[config.mk]
export PLATFORM = sky130hd
export DESIGN_NAME = seq_control_unit
export DESIGN_NICKNAME = d
export VERILOG_FILES = /design/src/rtl/ctrl_pkg.sv /design/src/rtl/lsb_encoder.sv /design/src/rtl/seq_control_unit.sv
export SDC_FILE = /design/constraint.sdc
export NUM_CORES = 1
export LEC_CHECK = 0
export BUFFER_PORTS_ARGS = -buffer_cell sky130_fd_sc_hd__buf_2
export CAP_MARGIN = 20
export CORE_MARGIN = 1
export CORE_UTILIZATION = 25
export CTS_BUF_LIST = sky130_fd_sc_hd__clkbuf_8
export DETAILED_ROUTE_END_ITERATION = 10
export SLEW_MARGIN = 30
export SYNTH_ARGS = -nofsm -noshare
export SYNTH_HDL_FRONTEND = slang
export SYNTH_HIERARCHICAL = 1
export SYNTH_SLANG_ARGS = --single-unit
[constraint.sdc]
create_clock -name clk -period 6.9 [get_ports clk]
set_clock_uncertainty 0.05 [all_clocks]
set_input_delay 1.38 -clock clk [delete_from_list [all_inputs] [get_ports clk]]
set_output_delay 1.38 -clock clk [all_outputs]
set_load 0.01 [all_outputs]
[src/rtl/ctrl_pkg.sv]
// Shared decode constants, ALU command encodings and the sequencer state type
// for the sequencing control unit.
package ctrl_pkg;

    typedef enum logic [1:0] {
        IDLE     = 2'd0,
        MEM_WAIT = 2'd1,
        BLOCK    = 2'd2
    } state_e;

    localparam logic [1:0] MODE_ALU = 2'b00;
    localparam logic [1:0] MODE_MEM = 2'b01;
    localparam logic [1:0] MODE_BR  = 2'b10;
    localparam logic [1:0] MODE_BLK = 2'b11;

    // Instruction opcode field values
    localparam logic [3:0] OP_MOV = 4'b1101;
    localparam logic [3:0] OP_MVN = 4'b1111;
    localparam logic [3:0] OP_ADD = 4'b0100;
    localparam logic [3:0] OP_ADC = 4'b0101;
    localparam logic [3:0] OP_SUB = 4'b0010;
    localparam logic [3:0] OP_SBC = 4'b0110;
    localparam logic [3:0] OP_AND = 4'b0000;
    localparam logic [3:0] OP_ORR = 4'b1100;
    localparam logic [3:0] OP_EOR = 4'b0001;
    localparam logic [3:0] OP_CMP = 4'b1010;
    localparam logic [3:0] OP_TST = 4'b1000;

    // ALU command encodings driven on EXE_CMD
    localparam logic [3:0] EXE_NOP = 4'b0000;
    localparam logic [3:0] EXE_MOV = 4'b0001;
    localparam logic [3:0] EXE_MVN = 4'b1001;
    localparam logic [3:0] EXE_ADD = 4'b0010;
    localparam logic [3:0] EXE_ADC = 4'b0011;
    localparam logic [3:0] EXE_SUB = 4'b0100;
    localparam logic [3:0] EXE_SBC = 4'b0101;
    localparam logic [3:0] EXE_AND = 4'b0110;
    localparam logic [3:0] EXE_ORR = 4'b0111;
    localparam logic [3:0] EXE_EOR = 4'b1000;

    typedef struct packed {
        logic [3:0] exe_cmd;
        logic       wb_en;
    } alu_dec_t;

    // CMP/TST reuse the SUB/AND datapath but only update flags.
    function automatic alu_dec_t alu_decode(input logic [3:0] op);
        alu_dec_t d;
        case (op)
            OP_MOV:  d = '{exe_cmd: EXE_MOV, wb_en: 1'b1};
            OP_MVN:  d = '{exe_cmd: EXE_MVN, wb_en: 1'b1};
            OP_ADD:  d = '{exe_cmd: EXE_ADD, wb_en: 1'b1};
            OP_ADC:  d = '{exe_cmd: EXE_ADC, wb_en: 1'b1};
            OP_SUB:  d = '{exe_cmd: EXE_SUB, wb_en: 1'b1};
            OP_SBC:  d = '{exe_cmd: EXE_SBC, wb_en: 1'b1};
            OP_AND:  d = '{exe_cmd: EXE_AND, wb_en: 1'b1};
            OP_ORR:  d = '{exe_cmd: EXE_ORR, wb_en: 1'b1};
            OP_EOR:  d = '{exe_cmd: EXE_EOR, wb_en: 1'b1};
            OP_CMP:  d = '{exe_cmd: EXE_SUB, wb_en: 1'b0};
            OP_TST:  d = '{exe_cmd: EXE_AND, wb_en: 1'b0};
            default: d = '{exe_cmd: EXE_NOP, wb_en: 1'b0};
        endcase
        return d;
    endfunction

endpackage

[src/rtl/lsb_encoder.sv]
// Priority encoder returning the index of the lowest set bit of a mask,
// with a flag telling whether any bit is set.
module lsb_encoder #(
    parameter int NUM_REGS = 16
) (
    input  logic [NUM_REGS-1:0]         mask,
    output logic [$clog2(NUM_REGS)-1:0] idx,
    output logic                        valid
);
    localparam int IW = $clog2(NUM_REGS);

    // Scan from the top so the lowest set bit is the last one written.
    always_comb begin
        idx   = '0;
        valid = 1'b0;
        for (int i = NUM_REGS - 1; i >= 0; i--) begin
            if (mask[i]) begin
                idx   = IW'(i);
                valid = 1'b1;
            end
        end
    end

endmodule

[src/rtl/seq_control_unit.sv]
// Decode-stage control unit: same-cycle ALU/branch decode, single memory
// accesses that wait on the cache, and multi-beat block transfers.
module seq_control_unit
    import ctrl_pkg::*;
#(
    parameter int NUM_REGS   = 16,
    parameter int WORD_BYTES = 4
) (
    input  logic                                         clk,
    input  logic                                         rst,
    input  logic                                         instr_valid,
    input  logic [3:0]                                   opcode,
    input  logic [1:0]                                   mode,
    input  logic                                         S_IN,
    input  logic [NUM_REGS-1:0]                          reg_list,
    input  logic                                         mem_ready,
    output logic [3:0]                                   EXE_CMD,
    output logic                                         writeBackEn,
    output logic                                         MEM_R_en,
    output logic                                         MEM_W_en,
    output logic                                         b,
    output logic                                         S,
    output logic                                         stall,
    output logic [$clog2(NUM_REGS)-1:0]                  xfer_reg,
    output logic [$clog2(NUM_REGS*WORD_BYTES):0]         addr_offset,
    output logic                                         done,
    output state_e                                       state_dbg
);
    localparam int IW = $clog2(NUM_REGS);
    localparam int AW = $clog2(NUM_REGS * WORD_BYTES) + 1;
    localparam int CW = $clog2(NUM_REGS) + 1;

    state_e              state_q, state_d;
    logic [NUM_REGS-1:0] mask_q, mask_d;
    logic [CW-1:0]       cnt_q, cnt_d;
    logic                s_q, s_d;
    logic [IW-1:0]       lsb_idx;
    logic                lsb_valid;
    alu_dec_t            dec;

    lsb_encoder #(.NUM_REGS(NUM_REGS)) u_lsb (
        .mask  (mask_q),
        .idx   (lsb_idx),
        .valid (lsb_valid)
    );

    assign dec       = alu_decode(opcode);
    assign state_dbg = state_q;

    always_ff @(posedge clk or negedge rst) begin
        if (!rst) begin
            state_q <= IDLE;
            mask_q  <= '0;
            cnt_q   <= '0;
            s_q     <= 1'b0;
        end else begin
            state_q <= state_d;
            mask_q  <= mask_d;
            cnt_q   <= cnt_d;
            s_q     <= s_d;
        end
    end

    always_comb begin
        state_d     = state_q;
        mask_d      = mask_q;
        cnt_d       = cnt_q;
        s_d         = s_q;
        EXE_CMD     = EXE_NOP;
        writeBackEn = 1'b0;
        MEM_R_en    = 1'b0;
        MEM_W_en    = 1'b0;
        b           = 1'b0;
        S           = 1'b0;
        stall       = 1'b0;
        xfer_reg    = '0;
        addr_offset = '0;
        done        = 1'b0;
        case (state_q)
            IDLE: begin
                if (instr_valid) begin
                    case (mode)
                        MODE_ALU: begin
                            EXE_CMD     = dec.exe_cmd;
                            writeBackEn = dec.wb_en;
                            S           = S_IN;
                        end
                        MODE_BR: b = 1'b1;
                        MODE_MEM: begin
                            EXE_CMD     = EXE_ADD;
                            MEM_R_en    = S_IN;
                            MEM_W_en    = !S_IN;
                            writeBackEn = S_IN;
                            if (mem_ready) begin
                                done = 1'b1;
                            end else begin
                                stall   = 1'b1;
                                s_d     = S_IN;
                                state_d = MEM_WAIT;
                            end
                        end
                        default: begin
                            // Block transfer: the first beat is issued from BLOCK,
                            // so mem_ready in this cycle is deliberately ignored.
                            if (reg_list == '0) begin
                                done = 1'b1;
                            end else begin
                                stall   = 1'b1;
                                mask_d  = reg_list;
                                s_d     = S_IN;
                                cnt_d   = '0;
                                state_d = BLOCK;
                            end
                        end
                    endcase
                end
            end
            MEM_WAIT: begin
                EXE_CMD     = EXE_ADD;
                MEM_R_en    = s_q;
                MEM_W_en    = !s_q;
                writeBackEn = s_q;
                if (mem_ready) begin
                    done    = 1'b1;
                    s_d     = 1'b0;
                    state_d = IDLE;
                end else begin
                    stall = 1'b1;
                end
            end
            BLOCK: begin
                stall       = 1'b1;
                EXE_CMD     = EXE_ADD;
                MEM_R_en    = s_q;
                MEM_W_en    = !s_q;
                writeBackEn = s_q;
                xfer_reg    = lsb_idx;
                addr_offset = AW'(cnt_q) * AW'(WORD_BYTES);
                if (!lsb_valid) begin
                    state_d = IDLE;
                end else if (mem_ready) begin
                    mask_d[lsb_idx] = 1'b0;
                    cnt_d           = cnt_q + CW'(1);
                    if (mask_d == '0) begin
                        done    = 1'b1;
                        cnt_d   = '0;
                        s_d     = 1'b0;
                        state_d = IDLE;
                    end
                end
            end
            default: state_d = IDLE;
        endcase
        // Reset silences every output immediately, not just at the next edge.
        if (!rst) begin
            EXE_CMD     = EXE_NOP;
            writeBackEn = 1'b0;
            MEM_R_en    = 1'b0;
            MEM_W_en    = 1'b0;
            b           = 1'b0;
            S           = 1'b0;
            stall       = 1'b0;
            xfer_reg    = '0;
            addr_offset = '0;
            done        = 1'b0;
        end
    end

endmodule

After elaboration in Yosys (flattened, before gate mapping)
Memory sizes are Yosys's and may differ from the RTL's.
Index checks and enable logic that the tools add are counted.

operators by class
  shift-type cells = 0
  reductions and logical operators = 15
  bitwise gates (word level) = 2
  muxes and demuxes = 108
  divide/modulo/power cells = 0
  add/sub/neg operators = 1
  equality and inequality tests = 16
  $lt $le $gt $ge = 2
  multiply operators = 0

operator list
  cell                                                                    number
  16-bit two-way mux                                                      5
  4-bit two-way mux                                                       20
  1-bit two-way mux                                                       51
  16-bit zero test                                                        2
  16-bit case mux with 2 select lines                                     1
  5-bit two-way mux                                                       6
  16-bit AND                                                              1
  2-bit != test (second input constant)                                   8
  16-bit NOT                                                              1
  4-bit case mux with 2 select lines                                      2
  2-bit two-way mux                                                       7
  7-bit two-way mux                                                       2
  1-bit case mux with 2 select lines                                      7
  5-bit case mux with 2 select lines                                      1
  3-bit != test (second input constant)                                   3
  1-bit case mux with 3 select lines                                      3
  9-bit AND reduction                                                     1
  7-bit AND reduction                                                     1
  2-bit case mux with 3 select lines                                      1
  6-bit AND reduction                                                     1
  5-bit by 1-bit adder with 5-bit output (second input constant)          1
  4-bit by 5-bit < comparator with 1-bit output (second input constant)   1
  1-bit demux with 4-bit select                                           1
  2-bit by 1-bit equality test with 1-bit output (second input constant)  2
  other kinds (11)                                                        15

word-level totals
  memories = 1
  memory bits (read-only) = 80
  output and inout port bits = 24
  logic and storage cells = 149
  memory bits (writable) = 0
  bits in latches = 0
  bits in registers = 24
  bits of input ports = 27

memory list
  memory           depth  bits a word  read ports  clocked after memory_dff  write ports  line            text
  (no name shown)  16     5            1           0                         0            ctrl_pkg.sv:49  case (op)

Longest topological paths before layout
  depth after elaboration = 28
  gate-level depth with buffers = 11
  depth with buffers taken out = 10

By module
The synthesis kept the hierarchy.

modules (own cells, without submodules)
  module            area an instance (um^2)  cells an instance  times used  sequential area each (um^2)
  seq_control_unit  2003.2                   249                1           600.6
  lsb_encoder       178.9                    33                 1           0.0

Worst setup path after synthesis
Ideal clock, no wire load.

  path kind = register to output
  from = register mask_q[7]
  to = output done
  arrival = 2837 ps
  data required time = 5470 ps
  path slack = 2633 ps
  buffers on the path = 0
  cell stages (with the launch flop) = 9
  cells stage by stage = dfrtp_1 nor4_2 nor3b_1 nand2b_1 or3_1 a222oi_1 and3_1 a311oi_1 nor3_1

on the way
  longest elaborated chain between the ends = 20
  elaborated cells between the ends (all ways) = 29
  classes of those cells = 2 x order compare; 23 x mux; 2 x bitwise; 2 x reduce/logical

ends and longest elaborated chain
  element                                                                                                                                              line                     text
  start, declared                                                                                                                                      seq_control_unit.sv:34   logic [NUM_REGS-1:0] mask_q, mask_d;
  start signal, assigned                                                                                                                               seq_control_unit.sv:58   mask_q <= mask_d;
  4-bit two-way mux * (8 in series)                                                                                                                    lsb_encoder.sv:17        if (mask[i]) begin
  named net lsb_idx[3]                                                                                                                                 seq_control_unit.sv:37   logic [IW-1:0] lsb_idx;
  4-bit by 5-bit < comparator with 1-bit output (implied by the code) or 4-bit by 1-bit greater-or-equal comparator with 1-bit output (tied branches)  seq_control_unit.sv:142  mask_d[lsb_idx] = 1'b0;
  1-bit logical AND (implied by the code)                                                                                                              seq_control_unit.sv:142
  1-bit two-way mux (implied by the code)                                                                                                              seq_control_unit.sv:142
  1-bit demux with 4-bit select *                                                                                                                      seq_control_unit.sv:142
  16-bit NOT (no source line) *                                                                                                                        -
  16-bit AND (no source line) *                                                                                                                        -
  16-bit zero test *                                                                                                                                   seq_control_unit.sv:144  if (mask_d == '0) begin
  1-bit two-way mux *                                                                                                                                  seq_control_unit.sv:144
  1-bit two-way mux *                                                                                                                                  seq_control_unit.sv:141  end else if (mem_ready) begin
  1-bit two-way mux *                                                                                                                                  seq_control_unit.sv:139  if (!lsb_valid) begin
  1-bit case mux with 3 select lines *                                                                                                                 seq_control_unit.sv:79   case (state_q)
  1-bit two-way mux *                                                                                                                                  seq_control_unit.sv:155  if (!rst) begin
  end, declared                                                                                                                                        seq_control_unit.sv:26   output logic done,

Mark *: on every way through the listed nets, which the timed path passes. The rest lies on a longest branch.

Final worst setup path
  from = register mask_q[0]
  to = output done

on the way
  longest elaborated chain between the ends = 13
  elaborated cells between the ends (all ways) = 15
  classes of those cells = 2 x order compare; 9 x mux; 2 x bitwise; 2 x reduce/logical

ends and longest elaborated chain
  element                                                                                                                                              line
  4-bit two-way mux *                                                                                                                                  lsb_encoder.sv:17
  named net lsb_idx[3]                                                                                                                                 seq_control_unit.sv:37
  4-bit by 5-bit < comparator with 1-bit output (implied by the code) or 4-bit by 1-bit greater-or-equal comparator with 1-bit output (tied branches)  seq_control_unit.sv:142
  1-bit logical AND (implied by the code)                                                                                                              seq_control_unit.sv:142
  1-bit two-way mux (implied by the code)                                                                                                              seq_control_unit.sv:142
  1-bit demux with 4-bit select *                                                                                                                      seq_control_unit.sv:142
  16-bit NOT (no source line) *                                                                                                                        -
  16-bit AND (no source line) *                                                                                                                        -
  16-bit zero test *                                                                                                                                   seq_control_unit.sv:144
  1-bit two-way mux *                                                                                                                                  seq_control_unit.sv:144
  1-bit two-way mux *                                                                                                                                  seq_control_unit.sv:141
  1-bit two-way mux *                                                                                                                                  seq_control_unit.sv:139
  1-bit case mux with 3 select lines *                                                                                                                 seq_control_unit.sv:79
  1-bit two-way mux *                                                                                                                                  seq_control_unit.sv:155

Marks and branches as above.

==> summary.txt <==
Worst setup path
  – CP Capture Type: output pin
  – Max FO, Critical Path: 9
  – Crit Path Category: reg2out
  – Startpoint types: register
  – Required time of the critical path: 5470 ps
  – CP peak stage delay: 760 ps
  – Worst Path Arrival: 3810 ps
  – Crit-path leading delay family: simple AND/OR/NAND/NOR gates
  – CP max-delay cell: nor3b_1
  – Worst Path Buf+Inv: 1
  – Critical Path, Cell by Cell: nor2_1 > nand2_1 > nor3b_1 > nand2b_1 > or3_1 > a222oi_1 > and3_1 > a311oi_1 > nor3_1 > buf_2

Cells and area
  – Area growth, synth to finish: 18.5%
  – Fin nets: 361
  – ANT cells: 0
  – Layout cell share with drive strength beyond 1: 23.2%
  – Fill cells: 894

Global route
  – Initial antenna violation count: 0
  – Top Usage Layer GRT: met2
  – Largest net degree at the start of global routing: 36
  – Gr usage total: 14.4%
  – Met2 usage: 21.1%
  – Vias in the first global route: 2030
  – Met3 usage: 4.86%
  – Met1 usage: 20.8%
  – First-pass GRT wire length: 10200 um
  – GR Overflow Total: 0

Synthesis
  – Number of synthesized flops with an enable pin: 0
  – Synth Cell Area: 2180 um2
  – Synth warn: 6
  – Seq/Total Area, Yosys: 27.5%
  – FFs w/ async S/R, synth: 100%
  – Post-Syn Instances: 282
  – Unique masters post-synth: 47
  – FF+latch count, synth: 24
  – Most used DFF post-synth: dfrtp_1
  – Post-Syn Area per Cell: 7.74 um2

Route
  – Drt total wl: 6480 um
  – DR vias: 2266
  – Drt pass-1 iters: 4
  – Drt initial violations: 242
  – DR WL/cell: 15.1 um
  – Drc violations: 0
  – Routed Antenna Nets: 0
  – Via density: 5.29

Run status
  – Status: finished, final reports clean

Floorplanning
  – # rows: 33
  – Die Wd: 95.4 um
  – Chip height: 95.4 um
  – Starting density of the core: 26.2%
  – CORE AREA: 8340 um2
  – IO Count: 51
  – Die area: 9110 um2

Run
  – Max-cap violations: 0

STA
  – Final Setup Violations: 0
  – Fin Hold WS: 496 ps
  – Slew Limit Fails: 0
  – Slew headroom: 39.8%
  – Worst-Margin Slew: 900 ps
  – Fmax: 0.191 GHz
  – Crit path time final: 5240 ps
  – Tcrit/Tclk final: 75.9%
  – RSZ-0062 raised after global routing: no
  – Hold Fails Final Rpt: 0
  – Post-route setup slack: 1660 ps
  – Setup tns final: 0 ps

CTS
  – Setup Fix Bufs, Post-CTS: 0
  – Maximum root-to-sink buffer count: 2
  – Number of CTS-inserted buffers: 3
  – Post-CTS Resized: 0
  – H-tree depth: 1
  – CTS tree: built
  – Clock Latency Late Sink: 270 ps
  – Clock-pin slew on the worst setup and hold paths: 90 ps
  – Root buf cell: clkbuf_8
  – Sink Count: 24
  – CTS Hold Buffers Added: 0

Pwr
  – Power, Total: 0.000987 W
  – Power per cell area: 382 nW/um2
  – Lkg Pwr: 1.23 nW
  – Maximum VDD drop: 0.144 mV

Placement
  – Post-placement setup slack: 2000 ps
  – # port buffers: 48
  – Final HPWL DP: 4810 um
  – GPL Wtd Cong: 0.889

Hold path
  – Hold crit path type: reg2reg
-- where the power goes --
group	internal [W]	switching, W	leakage [nW]
Sequential	0.000196	0.0000943	0.309
Combinational	0.000252	0.000347	0.896
Clock	0.0000510	0.0000466	0.0288
-- final cells by class --
type | instances | area, um2 | share of cell area [%]
Clock buffer | 4 | 55.1 | 2.13
Inverter | 14 | 52.6 | 2.03
Multi-Input combinational cell | 230 | 1490 | 57.5
Sequential cell | 24 | 601 | 23.2
Tap cell | 105 | 131 | 5.08
Timing Repair Buffer | 51 | 260 | 10.1
-- metrics by stage --
stage               utilization, %  cells  instance area [um2]
detailed placement            30.2    423                 2520
floorplan                        -    283                 2190
global route                  31.0    428                 2580
global placement              30.1    423                 2510
finish                        31.0    428                 2580
CTS                           30.8    427                 2570
-- final timing paths --
| check | startpoint | end | depth (start not counted) | slack, ps |
|---|---|---|---|---|
| worst min-delay path | cnt_q[4] | cnt_q[4] | 1 | 500 |
| max in group asynchronous | rst | s_q | 1 | 5250 |
| min in group asynchronous | rst | mask_q[4] | 1 | 1110 |
| worst max register to register | mask_q[0] | s_q | 9 | 3220 |
| worst max-delay path | mask_q[0] | done | 10 | 1660 |
| worst min register to register | cnt_q[4] | cnt_q[4] | 1 | 500 |
-- kinds of logic after synthesis --
group / Yosys count / share of synthesized area, %
simple gates: 133 / 33.2
compound gates: 80 / 25.3
buf+inv: 29 / 5.45
flops: 24 / 27.5
fa+ha+maj: 10 / 5.73
mux: 5 / 2.64
other cells: 1 / 0.172
-- per-layer routing --
layer	vias up	routed length, um
met5	-	0
met4	0	19
met3	2	573
met2	74	2860
met1	1073	3030
li1	1117	-
-- flip-flops by register name, indices dropped and copies added, names as in the netlist --
signal / cells
cnt_q: 5
s_q: 1
mask_q: 16
state_dbg: 2
-- cells in the mapped netlist, types with 3 or more instances --
library cell	instances	area, um2
nand2_1	36	135
o21ai_0	26	130
dfrtp_1	24	601
nor2_1	21	78.8
a22o_1	19	166
and3_1	16	100
inv_1	14	52.6
a21oi_1	11	55.1
clkbuf_1	11	41.3
ha_1	10	125
nor2b_1	10	62.6
or2_2	7	43.8
nand2b_1	6	37.5
nor3_1	6	30.0
nand4_1	5	31.3
a21o_1	4	30.0
nand3_1	4	20.0
nor3b_1	4	30.0
nor4_1	4	25.0
nor4b_1	3	26.3
nor4bb_1	3	30.0
o211ai_1	3	22.5
-- worst register-to-register path: stages (launching register included) --
cell and delay (ps):
dfrtp_1 470, nor2_1 280, nand2_1 110, nor3b_1 760, nand2b_1 270, or3_1 410
a222oi_1 490, a31o_2 320, nand3_2 100, mux2_4 300
-- cell usage in the layout (no fill, tap or decap), types with 3 or more instances in the layout --
master,instances
nor2b_1,10
a21oi_1,10
inv_1,14
o21ai_0,26
or2_2,7
nor3_1,6
nand3_1,4
dfrtp_1,24
nor4b_1,3
nor3b_1,4
clkbuf_8,4
nor2_1,21
nand4_1,5
nor4bb_1,3
and3_1,16
a21o_1,4
nand2_1,36
ha_1,9
o211ai_1,3
nand2b_1,6
a22o_1,19
nor4_1,4
buf_2,49
Power figures use the tool's default switching activity.
